`src/rtl/signal_sched_pkg.sv`:
```
// Shared types for the signal-processing scheduler: FSM state encoding and
// filter mode codes carried alongside each latched sample.
package signal_sched_pkg;

  typedef enum logic [1:0] {
    ST_IDLE  = 2'd0,
    ST_START = 2'd1,
    ST_WAIT  = 2'd2,
    ST_DONE  = 2'd3
  } sched_state_t;

  localparam logic [1:0] MODE_LOWPASS  = 2'd0;
  localparam logic [1:0] MODE_HIGHPASS = 2'd1;
  localparam logic [1:0] MODE_BANDPASS = 2'd2;
  localparam logic [1:0] MODE_NOTCH    = 2'd3;

endpackage

```
`src/rtl/signal_proc_scheduler_rr_arbiter.sv`:
```
// Combinational round-robin arbiter: first active request found searching
// upward from ptr with wrap-around wins.
module rr_arbiter #(
  parameter int NUM_CH = 4
) (
  input  logic [NUM_CH-1:0]         req,
  input  logic [$clog2(NUM_CH)-1:0] ptr,
  output logic [NUM_CH-1:0]         gnt,
  output logic [$clog2(NUM_CH)-1:0] gnt_idx
);
  localparam int IDX_W = $clog2(NUM_CH);

  logic             found_s;
  logic [IDX_W-1:0] cand_s;

  // priority search starting at ptr, first hit wins
  always_comb begin
    gnt     = {NUM_CH{1'b0}};
    gnt_idx = {IDX_W{1'b0}};
    found_s = 1'b0;
    cand_s  = {IDX_W{1'b0}};
    for (int i = 0; i < NUM_CH; i++) begin
      cand_s = IDX_W'((int'(ptr) + i) % NUM_CH);
      if (!found_s && req[cand_s]) begin
        found_s      = 1'b1;
        gnt[cand_s]  = 1'b1;
        gnt_idx      = cand_s;
      end else begin
        found_s = found_s;
      end
    end
  end

endmodule

```
`src/rtl/signal_proc_scheduler.sv`:
```
// Shares one filter engine between NUM_CH requesters: round-robin grant,
// single-cycle engine start, watchdog-guarded wait, tagged result pulse.
module signal_proc_scheduler
  import signal_sched_pkg::*;
#(
  parameter int NUM_CH  = 4,
  parameter int DATA_W  = 16,
  parameter int TIMEOUT = 64
) (
  input  logic                      clk,
  input  logic                      rst,
  input  logic [NUM_CH-1:0]         ch_req,
  input  logic [NUM_CH*DATA_W-1:0]  ch_sample,
  input  logic [NUM_CH*2-1:0]       ch_mode,
  output logic [NUM_CH-1:0]         ch_ack,
  output logic                      eng_start,
  output logic [DATA_W-1:0]         eng_sample,
  output logic [1:0]                eng_mode,
  input  logic                      eng_done,
  input  logic [DATA_W-1:0]         eng_result,
  output logic                      res_valid,
  output logic [DATA_W-1:0]         res_data,
  output logic [$clog2(NUM_CH)-1:0] res_ch,
  output logic                      res_err,
  output logic                      busy
);
  localparam int         IDX_W   = $clog2(NUM_CH);
  localparam logic [7:0] WD_LAST = 8'(TIMEOUT - 1);

  sched_state_t      state_r, state_nxt_s;
  logic [IDX_W-1:0]  grant_r, rr_ptr_r, arb_idx_s;
  logic [NUM_CH-1:0] arb_gnt_s, ch_ack_r;
  logic [7:0]        wd_cnt_r;
  logic              grant_load_s, wd_clr_s, wd_inc_s, res_load_s, ptr_load_s;
  logic              eng_start_r, res_valid_r, res_err_r, busy_r;
  logic [DATA_W-1:0] eng_sample_r, res_data_r;
  logic [1:0]        eng_mode_r;
  logic [IDX_W-1:0]  res_ch_r;

  rr_arbiter #(.NUM_CH(NUM_CH)) u_arb (
    .req     (ch_req),
    .ptr     (rr_ptr_r),
    .gnt     (arb_gnt_s),
    .gnt_idx (arb_idx_s)
  );

  // state register
  always_ff @(posedge clk or posedge rst) begin
    if (rst) state_r <= ST_IDLE;
    else     state_r <= state_nxt_s;
  end

  // next-state and datapath enables; done beats watchdog expiry in the same cycle
  always_comb begin
    state_nxt_s  = state_r;
    grant_load_s = 1'b0;
    wd_clr_s     = 1'b0;
    wd_inc_s     = 1'b0;
    res_load_s   = 1'b0;
    ptr_load_s   = 1'b0;
    case (state_r)
      ST_IDLE: begin
        if (|ch_req) begin
          state_nxt_s  = ST_START;
          grant_load_s = 1'b1;
        end else begin
          state_nxt_s = ST_IDLE;
        end
      end
      ST_START: begin
        state_nxt_s = ST_WAIT;
        wd_clr_s    = 1'b1;
      end
      ST_WAIT: begin
        if (eng_done || (wd_cnt_r == WD_LAST)) begin
          state_nxt_s = ST_DONE;
          res_load_s  = 1'b1;
        end else begin
          wd_inc_s = 1'b1;
        end
      end
      ST_DONE: begin
        state_nxt_s = ST_IDLE;
        ptr_load_s  = 1'b1;
      end
      default: state_nxt_s = ST_IDLE;
    endcase
  end

  // latches, watchdog and registered outputs, all driven by the enables above
  always_ff @(posedge clk or posedge rst) begin
    if (rst) begin
      ch_ack_r     <= {NUM_CH{1'b0}};
      eng_start_r  <= 1'b0;
      eng_sample_r <= {DATA_W{1'b0}};
      eng_mode_r   <= 2'd0;
      grant_r      <= {IDX_W{1'b0}};
      rr_ptr_r     <= {IDX_W{1'b0}};
      wd_cnt_r     <= 8'd0;
      res_valid_r  <= 1'b0;
      res_data_r   <= {DATA_W{1'b0}};
      res_ch_r     <= {IDX_W{1'b0}};
      res_err_r    <= 1'b0;
      busy_r       <= 1'b0;
    end else begin
      ch_ack_r    <= grant_load_s ? arb_gnt_s : {NUM_CH{1'b0}};
      eng_start_r <= grant_load_s;
      res_valid_r <= res_load_s;
      busy_r      <= (state_nxt_s != ST_IDLE);
      if (grant_load_s) begin
        grant_r      <= arb_idx_s;
        eng_sample_r <= ch_sample[arb_idx_s*DATA_W +: DATA_W];
        eng_mode_r   <= ch_mode[arb_idx_s*2 +: 2];
      end
      if (wd_clr_s)      wd_cnt_r <= 8'd0;
      else if (wd_inc_s) wd_cnt_r <= wd_cnt_r + 8'd1;
      if (res_load_s) begin
        res_data_r <= eng_done ? eng_result : {DATA_W{1'b0}};
        res_err_r  <= ~eng_done;
        res_ch_r   <= grant_r;
      end
      if (ptr_load_s)
        rr_ptr_r <= (grant_r == IDX_W'(NUM_CH - 1)) ? {IDX_W{1'b0}} : grant_r + IDX_W'(1);
    end
  end

  assign ch_ack     = ch_ack_r;
  assign eng_start  = eng_start_r;
  assign eng_sample = eng_sample_r;
  assign eng_mode   = eng_mode_r;
  assign res_valid  = res_valid_r;
  assign res_data   = res_data_r;
  assign res_ch     = res_ch_r;
  assign res_err    = res_err_r;
  assign busy       = busy_r;

endmodule

```
`config.mk`:
```
export PLATFORM = sky130hd
export DESIGN_NAME = signal_proc_scheduler
export DESIGN_NICKNAME = d
export VERILOG_FILES = /design/src/rtl/signal_sched_pkg.sv /design/src/rtl/signal_proc_scheduler_rr_arbiter.sv /design/src/rtl/signal_proc_scheduler.sv
export SDC_FILE = /design/constraint.sdc
export NUM_CORES = 1
export LEC_CHECK = 0
export CAP_MARGIN = 5
export CORE_UTILIZATION = 64
export DETAILED_ROUTE_END_ITERATION = 10
export DONT_BUFFER_PORTS = 1
export GPL_TIMING_DRIVEN = 1
export PLACE_DENSITY_LB_ADDON = 0.15
export SYNTH_ARGS = -nofsm -noshare
export SYNTH_HDL_FRONTEND = slang
export SYNTH_SLANG_ARGS = --single-unit
```
`constraint.sdc`:
```
create_clock -name clk -period 4 [get_ports clk]
set_clock_uncertainty 0.1 [all_clocks]
set_input_delay 0.8 -clock clk [delete_from_list [all_inputs] [get_ports clk]]
set_output_delay 0.8 -clock clk [all_outputs]
set_load 0.05 [all_outputs]
```
Word level (Yosys, flattened, before mapping)

Cells that the tools add are included.

Bits of input ports: 95
Memories kept: 0
Word-level logic and storage cells: 95
Latch bits: 0
Memory bits (read-only): 0
Output and inout bits: 44
RAM bits: 0
Flip-flop bits (word level): 58

Shift operators: 2
Div/mod/pow operators: 0
Reduce and logical (&&, ||, !) cells: 15
Mux-type cells: 43
$mul: 0
Add/sub/neg operators: 5
Bitwise gates (word level): 4
Eq/ne operators: 5
$lt $le $gt $ge: 8

Operators with widths:

| cell                                                               | number |
|---|---|
| variable part select 64 x 7 -> 16 bit                              | 1 |
| 2-to-1 mux 1 bit                                                   | 20 |
| 2-to-1 mux 4 bit                                                   | 5 |
| 2-to-1 mux 16 bit                                                  | 1 |
| 2-to-1 mux 8 bit                                                   | 2 |
| less-than comparator 2 x 3 -> 1 bit (second input constant)        | 4 |
| 2-to-1 mux 2 bit                                                   | 6 |
| OR 4 bit                                                           | 3 |
| adder 8 x 1 -> 8 bit (second input constant)                       | 1 |
| binary-select mux 1 bit (select 2 bit)                             | 4 |
| demux 1 bit (select 2 bit)                                         | 4 |
| == test 8 x 6 -> 1 bit (second input constant)                     | 1 |
| greater-or-equal comparator 2 x 1 -> 1 bit (second input constant) | 4 |
| case mux 2 bit (4 select lines)                                    | 1 |
| variable part select 8 x 4 -> 2 bit                                | 1 |
| logical AND 1 bit                                                  | 7 |
| == test 2 bit (second input constant)                              | 3 |
| adder 2 x 1 -> 2 bit (second input constant)                       | 2 |
| adder 2 bit (second input constant)                                | 2 |
| nonzero test 2 bit                                                 | 2 |
| OR reduction 4 bit                                                 | 1 |
| zero test 1 bit                                                    | 3 |
| == test 2 x 1 -> 1 bit (second input constant)                     | 1 |
| zero test 2 bit                                                    | 1 |
| 2 further kinds                                                    | 2 |

Logic depth before layout (Yosys ltp)

Word-level depth: 13
Gate-level depth with buffers: 11
Mapped depth without buffers: 7

Hierarchy

From an unflattened synthesis, not the netlist that was laid out.

Cells, all modules: 281
Area, all modules: 3235.6 um^2

By module, submodules not included:

| module                | seq. area each (um^2) | cells an instance | times used | area each (um^2) |
|---|---|---|---|---|
| signal_proc_scheduler | 1451.4                | 235               | 1          | 2816.5 |
| rr_arbiter            | 0.0                   | 46                | 1          | 419.2 |

Least setup slack after synthesis

No wires, ideal clock.

Kind: register -> register
Start: reg rr_ptr_r[0]
End: reg eng_sample_r[8], in the netlist eng_sample[8]
Setup slack: 0.913 ns
Setup time: 0.134 ns
Cell stages (with the launch flop): 11
Arrival time: 2.852 ns
Period minus slack after synthesis: 3.087 ns
Required time: 3.766 ns
Path through: dfrtp_1 -> buf_2 -> inv_1 -> ha_1 -> buf_2 -> mux2_2 -> a211oi_2 -> nor2_2 -> buf_2 -> a2111oi_0 -> o31ai_1

Longest elaborated chain between the ends: 13

RTL lines:

| what                                                          | RTL line                               | RTL |
|---|---|---|
| start: declaration                                            | signal_proc_scheduler.sv:31            | `logic [IDX_W-1:0] grant_r, rr_ptr_r, arb_idx_s;` |
| start signal: assignment                                      | signal_proc_scheduler.sv:98            | `rr_ptr_r <= {IDX_W{1'b0}};` |
| start signal: assignment                                      | signal_proc_scheduler.sv:123           | `rr_ptr_r <= (grant_r == IDX_W'(NUM_CH - 1)) ? {IDX_W{1'b0}} : grant_r + IDX_W'(1);` |
| branches (longest 11 deep; another with adder 2 x 1 -> 2 bit) | --                                     |  |
| 2-to-1 mux 2 bit (*)                                          | signal_proc_scheduler_rr_arbiter.sv:24 | `if (!found_s && req[cand_s]) begin` |
| variable part select 64 x 7 -> 16 bit (*)                     | signal_proc_scheduler.sv:112           | `eng_sample_r <= ch_sample[arb_idx_s*DATA_W +: DATA_W];` |
| end signal: assignment                                        | signal_proc_scheduler.sv:95            | `eng_sample_r <= {DATA_W{1'b0}};` |
| end signal: assignment                                        | signal_proc_scheduler.sv:112           |  |
| end: declaration                                              | signal_proc_scheduler.sv:36            | `logic [DATA_W-1:0] eng_sample_r, res_data_r;` |

Mark *: on every way between the ends. The select of a mux whose other input is x is not followed.
A chain may end at the register's enable or synchronous reset.

Worst setup path after layout

Start: reg rr_ptr_r[0]
End: reg eng_mode_r[1], in the netlist eng_mode[1]

Longest elaborated chain between the ends: 13

RTL lines:

| what                                                          | RTL line                               | RTL |
|---|---|---|
| branches (longest 11 deep; another with adder 2 x 1 -> 2 bit) | --                                     |  |
| 2-to-1 mux 2 bit (*)                                          | signal_proc_scheduler_rr_arbiter.sv:24 |  |
| variable part select 8 x 4 -> 2 bit (*)                       | signal_proc_scheduler.sv:113           | `eng_mode_r <= ch_mode[arb_idx_s*2 +: 2];` |
| end signal: assignment                                        | signal_proc_scheduler.sv:113           |  |
| end: declaration                                              | signal_proc_scheduler.sv:37            | `logic [1:0] eng_mode_r;` |

Marks and branches as above.

==> impl_metrics.py <==
metrics = {
    "setup_path": {
        "critPathBufInv": 2,
        "cp.required_ns": 4.07,
        "critPathSlowestCell": "dfrtp_1",
        "rr_endpoint": "eng_mode[1]$_DFFE_PP0P_",
        "critPathKind": "reg2reg",
        "cp.arrival_ns": 3.50,
        "crit_path_start": "rr_ptr_r[0]$_DFFE_PP0N_",
        "regToRegStartpoint": "rr_ptr_r[0]$_DFFE_PP0N_",
        "crit_chain": "inv_1 > ha_1 > mux2_2 > a211oi_4 > nor2_2 > buf_4 > a2111oi_0 > o31ai_1",
        "end_kind": "register",
        "worst-path-stages": 8,
        "ff2ff_setup_slack_ns": 0.57,
        "crit_family": "compound AO/OA/AOI/OAI gates",
        "cp-endpoint": "eng_mode[1]$_DFFE_PP0P_",
        "r2r_cells": 8,
        "cp_max_fo": 26,
        "critical_path.startpoint_type": "register",
        "slowest_delay_ns": 0.69,
    },
    "clocking": {
        "root_buffer": "clkbuf_8",
        "cts.path.max_buffers": 2,
        "h-tree-depth": 3,
        "numCtsBuffers": 9,
        "post_cts_resized": 0,
        "clock-sinks": 58,
        "post_cts_buffers": 0,
        "cts_tree": "built",
        "clkLatencyLatePin_ns": 0.33,
        "hold_buffers": 0,
        "clk_pin_slew_ns": 0.07,
    },
    "synth": {
        "ys_seq_area_share_pct": 42.6,
        "synth_area_leader_cell": "dfrtp_1",
        "synthArstFlopShare_pct": 100,
        "ys_ff_latch": 58,
        "synthCells": 319,
        "synth_area_per_cell_um2": 10.7,
        "synth_nets": 429,
        "synthTopCellsByArea": "dfrtp_1, o21a_1, ha_1",
        "synthFlopType": "dfrtp_1",
        "synth_top_area_share_pct": 42.6,
        "synth-edff-count": 0,
        "synthMostInstantiatedCell": "dfrtp_1",
        "netlist_top_cells_count": "dfrtp_1, o21a_1, nand2_1",
        "synth_area_um2": 3400,
        "yosysUniqueCellTypes": 42,
        "ys_warn_count": 0,
    },
    "timing": {
        "rsz0062_at_grt": "false",
        "whs_ns": 0.452,
        "maxSlewViolCount": 0,
        "fmax_mhz": 292,
        "worst_slew_pin_slew_ns": 1.12,
        "setup_violations": 0,
        "post-route-period-util_pct": 85.7,
        "final_hold_viol_count": 0,
        "fin_setup_tns_ns": 0,
        "finalCriticalPeriod_ns": 3.43,
        "slew_headroom_pct": 25.2,
    },
    "power": {
        "power_leakage_nw": 1.54,
        "peakVddDrop_v": 0.000563,
        "powerDensity_nw_per_um2": 1040,
    },
    "grt": {
        "grt_overflow_total": 0,
        "grt_usage_pct": 29.0,
        "use_met3_pct": 7.23,
        "grt_pass1_wl_um": 12100,
        "met2_usage_pct": 48.8,
        "grt_max_degree": 57,
        "antenna_found_initial": 0,
        "grt.busiest_layer": "met2",
        "use_met1_pct": 35.2,
        "grt_pass1_vias": 2553,
    },
    "routing": {
        "viasPerCell": 6.81,
        "firstDrtPassIters": 4,
        "drcViolationCount": 0,
        "finalWirelength_um": 8010,
        "vias": 2644,
        "drt_iter0_drc": 125,
        "ant_nets": 0,
        "wl_per_cell_um": 20.6,
    },
    "die": {
        "dieArea_um2": 5610,
        "start_util_pct": 66.6,
        "rows": 26,
        "ioPinCount": 139,
        "die_h_um": 74.9,
        "die_w_um": 74.9,
        "core-area_um2": 5110,
    },
    "final_layout": {
        "drive_above_1_share_pct": 12.9,
        "area_growth_syn_to_layout_pct": 7.21,
        "utilization_pct": 71.4,
        "antenna_cells_inserted": 0,
        "finalNetCount": 423,
    },
    "run": {
        "cap_violations": 0,
    },
    "placed_design": {
        "place.detailed.hpwl_um": 5520,
        "port_buffers": 0,
        "gp_congestion": 0.853,
    },
    "run_status": {
        "status": "finished clean",
    },
    "worst_hold_path": {
        "hold_path.class": "reg2reg",
    },
}
## tightest hold or removal path, stage by stage (launching register included)
cell	delay, ns
dfrtp_1	0.37
xor2_1	0.07
nor2_1	0.07
## cells in the final DEF, fill, tap and decap left out, types with 12 or more instances in the layout
cell / n
a22o_1: 16
nand2_1: 26
o31ai_1: 18
a2111oi_0: 19
clkbuf_8: 12
a221oi_1: 18
o21a_1: 37
ha_1: 15
nor2_1: 12
dfrtp_1: 58
## state kept, by name (all words and copies together), names as in the netlist
| signal | count |
|---|---|
| res_valid | 1 |
| eng_mode | 2 |
| res_ch | 2 |
| busy | 1 |
| res_data | 16 |
| wd_cnt_r | 8 |
| eng_start | 1 |
| eng_sample | 16 |
| state_r | 2 |
| ch_ack | 4 |
| res_err | 1 |
| grant_r | 2 |
| rr_ptr_r | 2 |
## layout make-up
type,instances,area (um^2)
inverter,9,33.8
timing repair buffer,10,75.1
fill,391,1460
sequential,58,1450
clock inverter,4,48.8
clock buffer,12,165
multi-input combinational,225,1790
tap,70,87.6
## routing by layer
layer | vias to the layer above | routed length (um)
li1 | 1227 | -
met1 | 1272 | 3230
met2 | 135 | 3980
met3 | 10 | 676
met4 | 0 | 124
met5 | - | 0
## through the flow
| stage | worst slack [ns] | instances | instance area, um^2 | power, mW |
|---|---|---|---|---|
| 2_1_floorplan | 0.913 | 319 | 3400 | 2.92 |
| 3_3_place_gp | 0.761 | 372 | 3430 | 3.17 |
| 3_5_place_dp | 0.612 | 372 | 3430 | 3.23 |
| 4_1_cts | 0.613 | 388 | 3650 | 3.80 |
| 5_1_grt | 0.284 | 388 | 3650 | 4.03 |
| 6_report | 0.570 | 388 | 3650 | 3.81 |
## kinds of logic (layout without fill, tap and decap cells)
family | after synthesis | count (layout) | synth area share [%]
AO/OA/AOI/OAI | 135 | 135 | 31.6
flip-flops | 58 | 58 | 42.6
AND/OR/NAND/NOR | 56 | 56 | 8.09
buffers and inverters | 36 | 35 | 5.07
adder cells (fa/ha/maj) | 15 | 15 | 5.51
multiplexers | 12 | 12 | 5.29
XOR/XNOR | 7 | 7 | 1.80
## worst min path at each step
stage | startpoint | slack [ns] | cells after the start | to
6_report | wd_cnt_r[7]$_DFFE_PP0P_ | 0.45 | 2 | wd_cnt_r[7]$_DFFE_PP0P_
5_1_grt | grant_r[1]$_DFFE_PP0P_ | 0.48 | 1 | res_ch[1]$_DFFE_PP0P_
4_1_cts | wd_cnt_r[5]$_DFFE_PP0P_ | 0.45 | 2 | wd_cnt_r[5]$_DFFE_PP0P_
3_5_place_dp | wd_cnt_r[5]$_DFFE_PP0P_ | 0.43 | 2 | wd_cnt_r[5]$_DFFE_PP0P_
3_3_place_gp | wd_cnt_r[5]$_DFFE_PP0P_ | 0.42 | 2 | wd_cnt_r[5]$_DFFE_PP0P_
2_1_floorplan | grant_r[0]$_DFFE_PP0P_ | 0.40 | 2 | grant_r[0]$_DFFE_PP0P_
## where the power goes
part / switching (mW) / internal, mW
clock network: 0.227 / 0.337
registers: 0.948 / 0.828
logic: 0.834 / 0.630
total: 2.01 / 1.80
(Power assumes the default switching activity.)
